### src/rtl/alu_ctrl_pkg.sv
// Shared opcode map, ALU operation codes and control-strobe bundle for alu_ctrl_exec.
package alu_ctrl_pkg;

    localparam logic [3:0] OP_AND = 4'h0;
    localparam logic [3:0] OP_OR  = 4'h1;
    localparam logic [3:0] OP_ADD = 4'h2;
    localparam logic [3:0] OP_SUB = 4'h3;
    localparam logic [3:0] OP_LD  = 4'h4;
    localparam logic [3:0] OP_ST  = 4'h5;
    localparam logic [3:0] OP_BEQ = 4'h6;
    localparam logic [3:0] OP_JMP = 4'h7;
    localparam logic [3:0] OP_XOR = 4'h8;
    localparam logic [3:0] OP_NOT = 4'h9;
    localparam logic [3:0] OP_SHL = 4'hA;
    localparam logic [3:0] OP_SHR = 4'hB;
    localparam logic [3:0] OP_NOP = 4'hC;

    localparam logic [3:0] ALU_OP_NONE = 4'hF;

    // branch here means "is a BEQ"; the top qualifies it with operand equality
    typedef struct packed {
        logic memRead;
        logic memWrite;
        logic regWrite;
        logic branch;
        logic jump;
    } ctrl_t;

endpackage

### src/rtl/alu_ctrl_decode.sv
// Pure combinational opcode decoder: control strobes, alu_op and the flag-update class.
// Shift opcodes decode only when ALU_SHIFT_EN is defined; otherwise they fall to NOP.
module alu_ctrl_decode
    import alu_ctrl_pkg::*;
(
    input  logic [3:0] opcode_i,
    output ctrl_t      ctrl_o,
    output logic [3:0] aluOp_o,
    output logic       aluClass_o
);

    always_comb begin
        ctrl_o     = '0;
        aluOp_o    = ALU_OP_NONE;
        aluClass_o = 1'b0;
        case (opcode_i)
            OP_AND, OP_OR, OP_ADD, OP_SUB, OP_XOR, OP_NOT: begin
                ctrl_o.regWrite = 1'b1;
                aluOp_o         = opcode_i;
                aluClass_o      = 1'b1;
            end
`ifdef ALU_SHIFT_EN
            OP_SHL, OP_SHR: begin
                ctrl_o.regWrite = 1'b1;
                aluOp_o         = opcode_i;
                aluClass_o      = 1'b1;
            end
`endif
            OP_BEQ: begin
                ctrl_o.branch = 1'b1;
                aluOp_o       = opcode_i;
                aluClass_o    = 1'b1;
            end
            OP_LD: begin
                ctrl_o.memRead  = 1'b1;
                ctrl_o.regWrite = 1'b1;
            end
            OP_ST:   ctrl_o.memWrite = 1'b1;
            OP_JMP:  ctrl_o.jump     = 1'b1;
            default: ;
        endcase
    end

endmodule

### src/rtl/alu_ctrl_exec.sv
// Decode-and-execute stage: one-cycle registered ALU result, flags and control strobes.
// Optional SHL/SHR support is enabled by defining ALU_SHIFT_EN.
module alu_ctrl_exec
    import alu_ctrl_pkg::*;
#(
    parameter int WIDTH = 8
) (
    input  logic             clk,
    input  logic             reset,
    input  logic             in_valid,
    input  logic [3:0]       opcode,
    input  logic [WIDTH-1:0] a,
    input  logic [WIDTH-1:0] b,
    output logic             out_valid,
    output logic [WIDTH-1:0] result,
    output logic             zero,
    output logic             carry,
    output logic             negative,
    output logic [3:0]       alu_op,
    output logic             mem_read,
    output logic             mem_write,
    output logic             reg_write,
    output logic             branch,
    output logic             jump
);

    ctrl_t            decCtrl;
    logic [3:0]       decAluOp;
    logic             decAluClass;

    logic [WIDTH:0]   sumWide;
    logic [WIDTH:0]   diffWide;
    logic [WIDTH-1:0] result_d, result_q;
    logic             carry_d, carry_q;
    logic             zero_q, negative_q, valid_q;
    logic [3:0]       aluOp_q;
    ctrl_t            ctrl_d, ctrl_q;

    alu_ctrl_decode u_decode (
        .opcode_i   (opcode),
        .ctrl_o     (decCtrl),
        .aluOp_o    (decAluOp),
        .aluClass_o (decAluClass)
    );

    assign sumWide  = {1'b0, a} + {1'b0, b};
    assign diffWide = {1'b0, a} - {1'b0, b};

    // Bit WIDTH of the widened difference is the unsigned borrow (a < b)
    always_comb begin
        result_d = '0;
        carry_d  = 1'b0;
        case (opcode)
            OP_AND: result_d = a & b;
            OP_OR:  result_d = a | b;
            OP_XOR: result_d = a ^ b;
            OP_NOT: result_d = ~a;
            OP_ADD: begin
                result_d = sumWide[WIDTH-1:0];
                carry_d  = sumWide[WIDTH];
            end
            OP_SUB, OP_BEQ: begin
                result_d = diffWide[WIDTH-1:0];
                carry_d  = diffWide[WIDTH];
            end
            OP_LD, OP_JMP: result_d = a;
            OP_ST:         result_d = b;
`ifdef ALU_SHIFT_EN
            OP_SHL: begin
                result_d = {a[WIDTH-2:0], 1'b0};
                carry_d  = a[WIDTH-1];
            end
            OP_SHR: begin
                result_d = {1'b0, a[WIDTH-1:1]};
                carry_d  = a[0];
            end
`endif
            default: ;
        endcase
    end

    always_comb begin
        ctrl_d        = decCtrl;
        ctrl_d.branch = decCtrl.branch && (a == b);
    end

    // Idle cycles clear strobes but keep result, flags and alu_op for writeback
    always_ff @(posedge clk or posedge reset) begin
        if (reset) begin
            valid_q    <= 1'b0;
            result_q   <= '0;
            zero_q     <= 1'b0;
            carry_q    <= 1'b0;
            negative_q <= 1'b0;
            aluOp_q    <= '0;
            ctrl_q     <= '0;
        end else if (in_valid) begin
            valid_q  <= 1'b1;
            result_q <= result_d;
            aluOp_q  <= decAluOp;
            ctrl_q   <= ctrl_d;
            if (decAluClass) begin
                zero_q     <= (result_d == '0);
                carry_q    <= carry_d;
                negative_q <= result_d[WIDTH-1];
            end
        end else begin
            valid_q <= 1'b0;
            ctrl_q  <= '0;
        end
    end

    assign out_valid = valid_q;
    assign result    = result_q;
    assign zero      = zero_q;
    assign carry     = carry_q;
    assign negative  = negative_q;
    assign alu_op    = aluOp_q;
    assign mem_read  = ctrl_q.memRead;
    assign mem_write = ctrl_q.memWrite;
    assign reg_write = ctrl_q.regWrite;
    assign branch    = ctrl_q.branch;
    assign jump      = ctrl_q.jump;

endmodule

### config.mk
export PLATFORM = sky130hd
export DESIGN_NAME = alu_ctrl_exec
export DESIGN_NICKNAME = d
export VERILOG_FILES = /design/src/rtl/alu_ctrl_pkg.sv /design/src/rtl/alu_ctrl_decode.sv /design/src/rtl/alu_ctrl_exec.sv
export SDC_FILE = /design/constraint.sdc
export NUM_CORES = 1
export LEC_CHECK = 0
export ABC_AREA = 0
export CAP_MARGIN = 20
export CORE_MARGIN = 5
export CORE_UTILIZATION = 40
export CTS_CLUSTER_DIAMETER = 30
export DETAILED_ROUTE_END_ITERATION = 12
export PLACE_DENSITY = 0.64
export SLEW_MARGIN = 20
export SYNTH_ARGS = -nofsm -noshare
export SYNTH_HDL_FRONTEND = slang
export SYNTH_SLANG_ARGS = --single-unit
### constraint.sdc
create_clock -name clk -period 1 [get_ports clk]
set_input_delay 0.2 -clock clk [delete_from_list [all_inputs] [get_ports clk]]
set_output_delay 0.2 -clock clk [all_outputs]
set_load 0.03 [all_outputs]
==> results of run 1 <==
-- through the flow --
step	utilization [%]	hold slack (ns)	TNS [ns]	std cells
global route	82.9	0.292	-12.61	538
floorplan	-	0.177	-7.94	287
CTS	79.0	0.280	-10.47	526
global placement	65.8	0.472	-24.85	483
finish	82.9	0.274	-11.59	538
detailed placement	65.8	0.477	-25.43	483
-- kinds of logic (layout without fill, tap and decap cells) --
| logic type | after synthesis | count (layout) |
|---|---|---|
| buffers and inverters | 43 | 222 |
| multiplexers | 13 | 13 |
| AND/OR/NAND/NOR | 97 | 97 |
| XOR/XNOR | 5 | 5 |
| AO/OA/AOI/OAI | 82 | 82 |
| adder cells (fa/ha/maj) | 26 | 26 |
| flip-flops | 21 | 21 |
-- per-layer routing --
metal,track usage [%],share of wire [%],vias up
li1,-,-,1392
met1,29.7,37,1493
met2,47.2,49,222
met3,3.71,8.2,84
met4,10.6,6.4,0
met5,0,0,-
-- final cells by class --
class,instances,share of cell area (%)
inverters,25,3.20
clock buffers,4,0.975
repair buffers,193,37.4
flip-flops and latches,21,11.4
well taps,72,1.95
multi-input cells,223,45.1
-- cell usage in the layout, fill, tap and decap left out, types with 5 or more instances in the layout --
cell type  synthesis  layout
inv_1             25      10
buf_6              2      48
mux2i_1            5       5
buf_4              3     121
a21oi_1           19      12
ha_4               0      12
dfrtp_1           21      21
o21ai_0           17       9
nand3_1           11       9
inv_2              0       7
nor2_1            36      29
nand2_1           14      12
buf_8              0       6
nor3_1             9       7
buf_2             10       6
a21oi_2            2       8
ha_1              24      11
-- where the power goes --
part           internal (mW)  switching, mW
logic                   1.37           1.31
registers              0.940         0.0673
clock network          0.283          0.244
-- sequential cells by signal, indices dropped and copies added (netlist names) --
register and cells:
branch 1, mem_write 1, reg_write 1, alu_op 4
jump 1, zero 1, out_valid 1, carry 1
negative 1, mem_read 1, result 8
-- final timing paths --
path | slack [ns] | to
min in group clk | 0.42 | alu_op[2]
setup / recovery | -1.35 | zero
max in group asynchronous | 0.59 | result[0]
hold reg to reg | 0.58 | alu_op[1]
hold / removal | 0.27 | result[7]
setup reg to reg | 0.03 | zero
-- worst max-delay path: cells and delay by family --
family                   cells  cell delay (ns)
AO/OA/AOI/OAI                6             1.28
multiplexers                 1             0.30
adder cells (fa/ha/maj)      2             0.54
buffers and inverters        2             0.21
-- timing repair --
item                                   in CTS  in global routing
resized for setup                         177                 32
gates cloned                                1                  0
endpoints found under the hold margin       0                  0
buffers inserted                           40                 17
setup endpoints to repair                  33                 37
pin swaps                                  48                 24
==> metrics.md, run 1 <==
| Metric | Value |
|---|---|
| Share of flip-flops with an asynchronous set or reset | 100% |
| Vias/cell | 5.93 |
| Vias | 3,191 |
| Die area | 0.00744 sq mm |
| Share of layout cells above drive strength 1 | 60.5% |
| Depth of the CTS H-tree | 1 |
| Slew margin rel. | 70.7% |
| RePlAce Congestion | 0.912 |
| # port buffers | 43 |
| Register Area | 526 sq um |
| Crit Path Class | primary input to flip-flop |
| Fin crit share | 235% |
| Clk Latency, worst-skew pair | 0.25 ns |
| RSZ-0062 raised after global routing | true |
| HPWL Detailed | 6190 microns |
| Share of the yosys chip area belonging to registers | 22.6% |
| FP Rows | 27 |
| Cts bufs inserted | 3 |
| Clk_skew | 0 ns |
| Die Height | 86.3 microns |
| Ports | 44 |
| Final WS setup | -1.35 ns |
| Highest clock rate | 425 MHz |
| Max-slew violation count | 0 |
| P per Cell Area | 912 mW/mm^2 |
| GRT Residual Overflow | 0 |
| CP max-delay cell | fa_2 |
| Max stage delay on crit path | 0.38 ns |
| EDFF count, synth | 0 |
| Synthesized cell area | 0.00233 sq mm |
| DR pass1 iterations | 5 |
| Post-synthesis adder-cell area fraction | 14.6% |
| Worst EP arrival | 2.54 ns |
| Top-area cell type share of the netlist area | 22.6% |
| Static Leakage | 2.12 nW |
| Final Cell Area | 0.00462 sq mm |
| Yosys Warn Count | 0 |
| Die Span X | 86.3 microns |
| Post-Syn Area per Cell | 8.11 sq um |
| Layout net count | 516 |
| Clk sinks | 21 |
| Detailed Route WL | 10,800 microns |
| Area contributors post-synth | dfrtp_1, ha_1, nor2_1 |
| DR iter-0 viols | 202 |
| Peak VDD IR | 0.000760 V |
| Outcome | complete, but fails checks |
| Synth Area in XOR/XNOR | 1.88% |
| Diode count | 0 |
| CP startpoint | b[0] |
| Mux contribution to synthesized area | 6.51% |
| Unique masters post-synth | 60 |
| Total power | 4.21 mW |
| Avg WL per Cell | 20.1 microns |
| Final Critical Period | 2.35 ns |
| GRT Util Overall | 25.7% |
| Post-synth top area cell | dfrtp_1 |
| Initial antenna violation count | 0 |
| Synth Area in Compound Gates | 24.4% |
| Layout area overhead | 98.5% |
| Final-report setup violation count | 19 |
| First-pass GRT wire length | 15,500 microns |
| CTS tree | yes |
| Hold WC Path Type | primary input to asynchronous set/reset pin |
| Post-synth top cells | nor2_1, inv_1, ha_1 |
| Dpl cell area | 0.00367 sq mm |
| Worst-path clk slew | 0.07 ns |
| Reg2reg path depth | 3 |
| Simple-gate share of the synthesized area | 21.4% |
| Worst Setup End Kind | flip-flop |
| Critical Path, Cell by Cell | buf_8 > buf_6 > ha_4 > fa_2 > a211oi_4 > o21bai_1 > a21oi_2 > o21ai_2 > mux2_4 > a221oi_4 > a32o_1 |
| Vias in the first global route | 3,166 |
| Maxcap violations | 0 |
| Top_reg_cell synth | dfrtp_1 |
| Main combinational cell family by area after synthesis | compound AO/OA/AOI/OAI gates |
| Syn Inst Count | 287 |
| CP Max Fanout | 3 |
| Most numerous cell in the Yosys netlist | nor2_1 |
| Failing checks | setup timing |
| Worst slew pin tran | 0.437 ns |
| CTS max path bufs | 2 |
| Core area | 0.00557 sq mm |
| Fin. Hold Viols | 0 |
| Largest net degree at the start of global routing | 22 |
| Syn nets | 336 |
| # fillers | 293 |
| Area of the multi-input gates | 0.00208 sq mm |
| Antenna-violating nets left | 0 |
| Crit path launch type | primary input |
| Place WS | -1.93 ns |
| FF+latch count, synth | 21 |
| Worst R2R Start | zero |
| CP Data Required Time | 1.19 ns |
| Initial Util | 41.8% |
| CTS root buf | clkbuf_8 |
| # hold bufs at CTS | 0 |
| DRC Markers | 0 |
No activity file was read; power rests on OpenSTA's default activity.
==> inputs of run 2 (changes only) <==
--- a/config.mk
+++ b/config.mk
@@ -11,7 +11,8 @@
 export CORE_UTILIZATION = 40
 export CTS_CLUSTER_DIAMETER = 30
 export DETAILED_ROUTE_END_ITERATION = 12
-export PLACE_DENSITY = 0.64
+export DONT_BUFFER_PORTS = 1
+export PLACE_DENSITY = 0.54
 export SLEW_MARGIN = 20
 export SYNTH_ARGS = -nofsm -noshare
 export SYNTH_HDL_FRONTEND = slang
==> metrics.md, run 2 (synthesis results as in run 1) <==
| Metric | Value |
|---|---|
| Outcome | complete, but fails checks |
| Failing checks | setup timing |
| Diode count | 0 |
| Final WS setup | -0.971 ns |
| Cts bufs inserted | 3 |
| Worst EP arrival | 2.16 ns |
| Fin crit share | 197% |
| R2R Setup Slk | 0.11 ns |
| Setup TNS | -7.32 ns |
| Die Span X | 86.3 microns |
| Clk sinks | 21 |
| P per Cell Area | 953 mW/mm^2 |
| GRT Residual Overflow | 0 |
| CP Data Required Time | 1.19 ns |
| CP startpoint | a[0] |
| Worst slew pin tran | 0.405 ns |
| Vias in the first global route | 2,452 |
| Layout area overhead | 46.5% |
| Place WS | -1.43 ns |
| CTS root buf | clkbuf_8 |
| FP Rows | 27 |
| Die area | 0.00744 sq mm |
| Antenna-violating nets left | 0 |
| Initial antenna violation count | 0 |
| Worst-path clk slew | 0.07 ns |
| Clk Latency, worst-skew pair | 0.25 ns |
| Clk_skew | 0 ns |
| Final-report setup violation count | 12 |
| DRC Markers | 0 |
| Slew margin rel. | 72.9% |
| GRT Util Overall | 20.0% |
| Maxcap violations | 0 |
| Peak VDD IR | 0.000859 V |
| RePlAce Congestion | 0.910 |
| Core area | 0.00557 sq mm |
| Final Critical Period | 1.97 ns |
| RSZ-0062 raised after global routing | true |
| HPWL Detailed | 5530 microns |
| Crit Path Class | primary input to flip-flop |
| Commonest non-fill, non-tap cells in the layout | buf_4, nor2_1, dfrtp_1 |
| Max stage delay on crit path | 0.34 ns |
| Grt met1 use | 26.3% |
| Detailed Route WL | 7320 microns |
| Reg2reg path depth | 2 |
| Most common cell after layout, fill and taps aside | buf_4 |
| Crit path launch type | primary input |
| Critical Path, Cell by Cell | inv_12 > ha_4 > inv_2 > fa_2 > nor2b_4 > o31ai_4 > o21bai_1 > a21oi_2 > mux2_4 > a221oi_4 > a32o_1 |
| Hold Path Origin | in_valid |
| Largest net degree at the start of global routing | 34 |
| Ports | 44 |
| Fin. Hold Viols | 0 |
| Vias/cell | 5.66 |
| GR peak layer | met2 |
| R2R Path End | result[5] |
| CTS tree | yes |
| Max-slew violation count | 0 |
| Avg WL per Cell | 17.2 microns |
| Worst R2R Start | result[5] |
| CP max-delay cell | fa_2 |
| Share of layout cells above drive strength 1 | 43.1% |
| CTS max path bufs | 2 |
| First-pass GRT wire length | 12,000 microns |
| Vias | 2,406 |
| Max reg flops | 8 |
| DR iter-0 viols | 148 |
| CP Max Fanout | 5 |
| Grt met3 use | 4.09% |
| Hold WC Path Type | primary input to flip-flop |
| # port buffers | 0 |
| Worst Setup End Kind | flip-flop |
| Initial Util | 41.8% |
| Static Leakage | 1.50 nW |
| Die Height | 86.3 microns |
| Highest clock rate | 507 MHz |
| DR pass1 iterations | 5 |
| Depth of the CTS H-tree | 1 |
| Crit path to | zero |
| Met2 usage | 35.0% |
| Layout net count | 403 |
run 2: changes by cell type in the layout (fill, tap and decap cells not counted), sizes merged:
cell | before | now
clkdlybuf4s15 | 4 | 0
dlygate4sd3 | 0 | 3
buf | 185 | 77
clkdlybuf4s50 | 1 | 0
dlygate4sd2 | 3 | 0
run 2: timing repair:
item	4_1_cts	5_1_grt
pin swaps	21	19
hold endpoints to repair	22	2
buffers inserted	5	11
hold buffers	2	1
endpoints found under the setup margin	24	27
resized for setup	43	14
run 2: final cells by class:
class / instances / area [sq um]
Fill cell: 493 / 2170
Multi-Input combinational cell: 223 / 1940
Timing Repair Buffer: 80 / 661
Sequential cell: 21 / 529
Inverter: 25 / 148
Tap cell: 72 / 90.1
Clock buffer: 4 / 45.0
run 2: worst min-delay path by stage:
stage,endpoint,cells after the start
after global placement,alu_op[2],2
after floorplan,alu_op[0],1
after detailed placement,result[0],2
after CTS,result[1],1
after global routing,result[0],1
final,result[0],1
run 2: per-layer routing:
metal  wire, microns  up-vias  share of wire [%]
met5               0        -                  0
li1                -     1166                  -
met2            3640       62                 50
met3             467        4                6.4
met1            3170     1174                 43
met4              40        0               0.55
run 2: stage by stage:
stage	instance area (sq um)	total power, mW	std cells	utilization (%)	hold slack, ns
floorplan	2570	2.04	287	-	0.177
global placement	3040	2.46	410	54.5	0.133
detailed placement	3040	2.47	410	54.5	0.138
CTS	3320	3.19	420	59.5	0.00963
global route	3410	3.47	425	61.1	0.000207
finish	3410	3.25	425	61.1	0.0242
run 2: worst max-delay path, delay by kind of cell:
family	cells	cell delay, ns
buffers and inverters	2	0.07
AO/OA/AOI/OAI	5	0.97
multiplexers	1	0.33
adder cells (fa/ha/maj)	2	0.46
AND/OR/NAND/NOR	1	0.14
run 2: where the power goes:
group	switching (mW)	internal, mW
sequential	0.159	0.941
clock	0.245	0.283
combinational	0.759	0.859
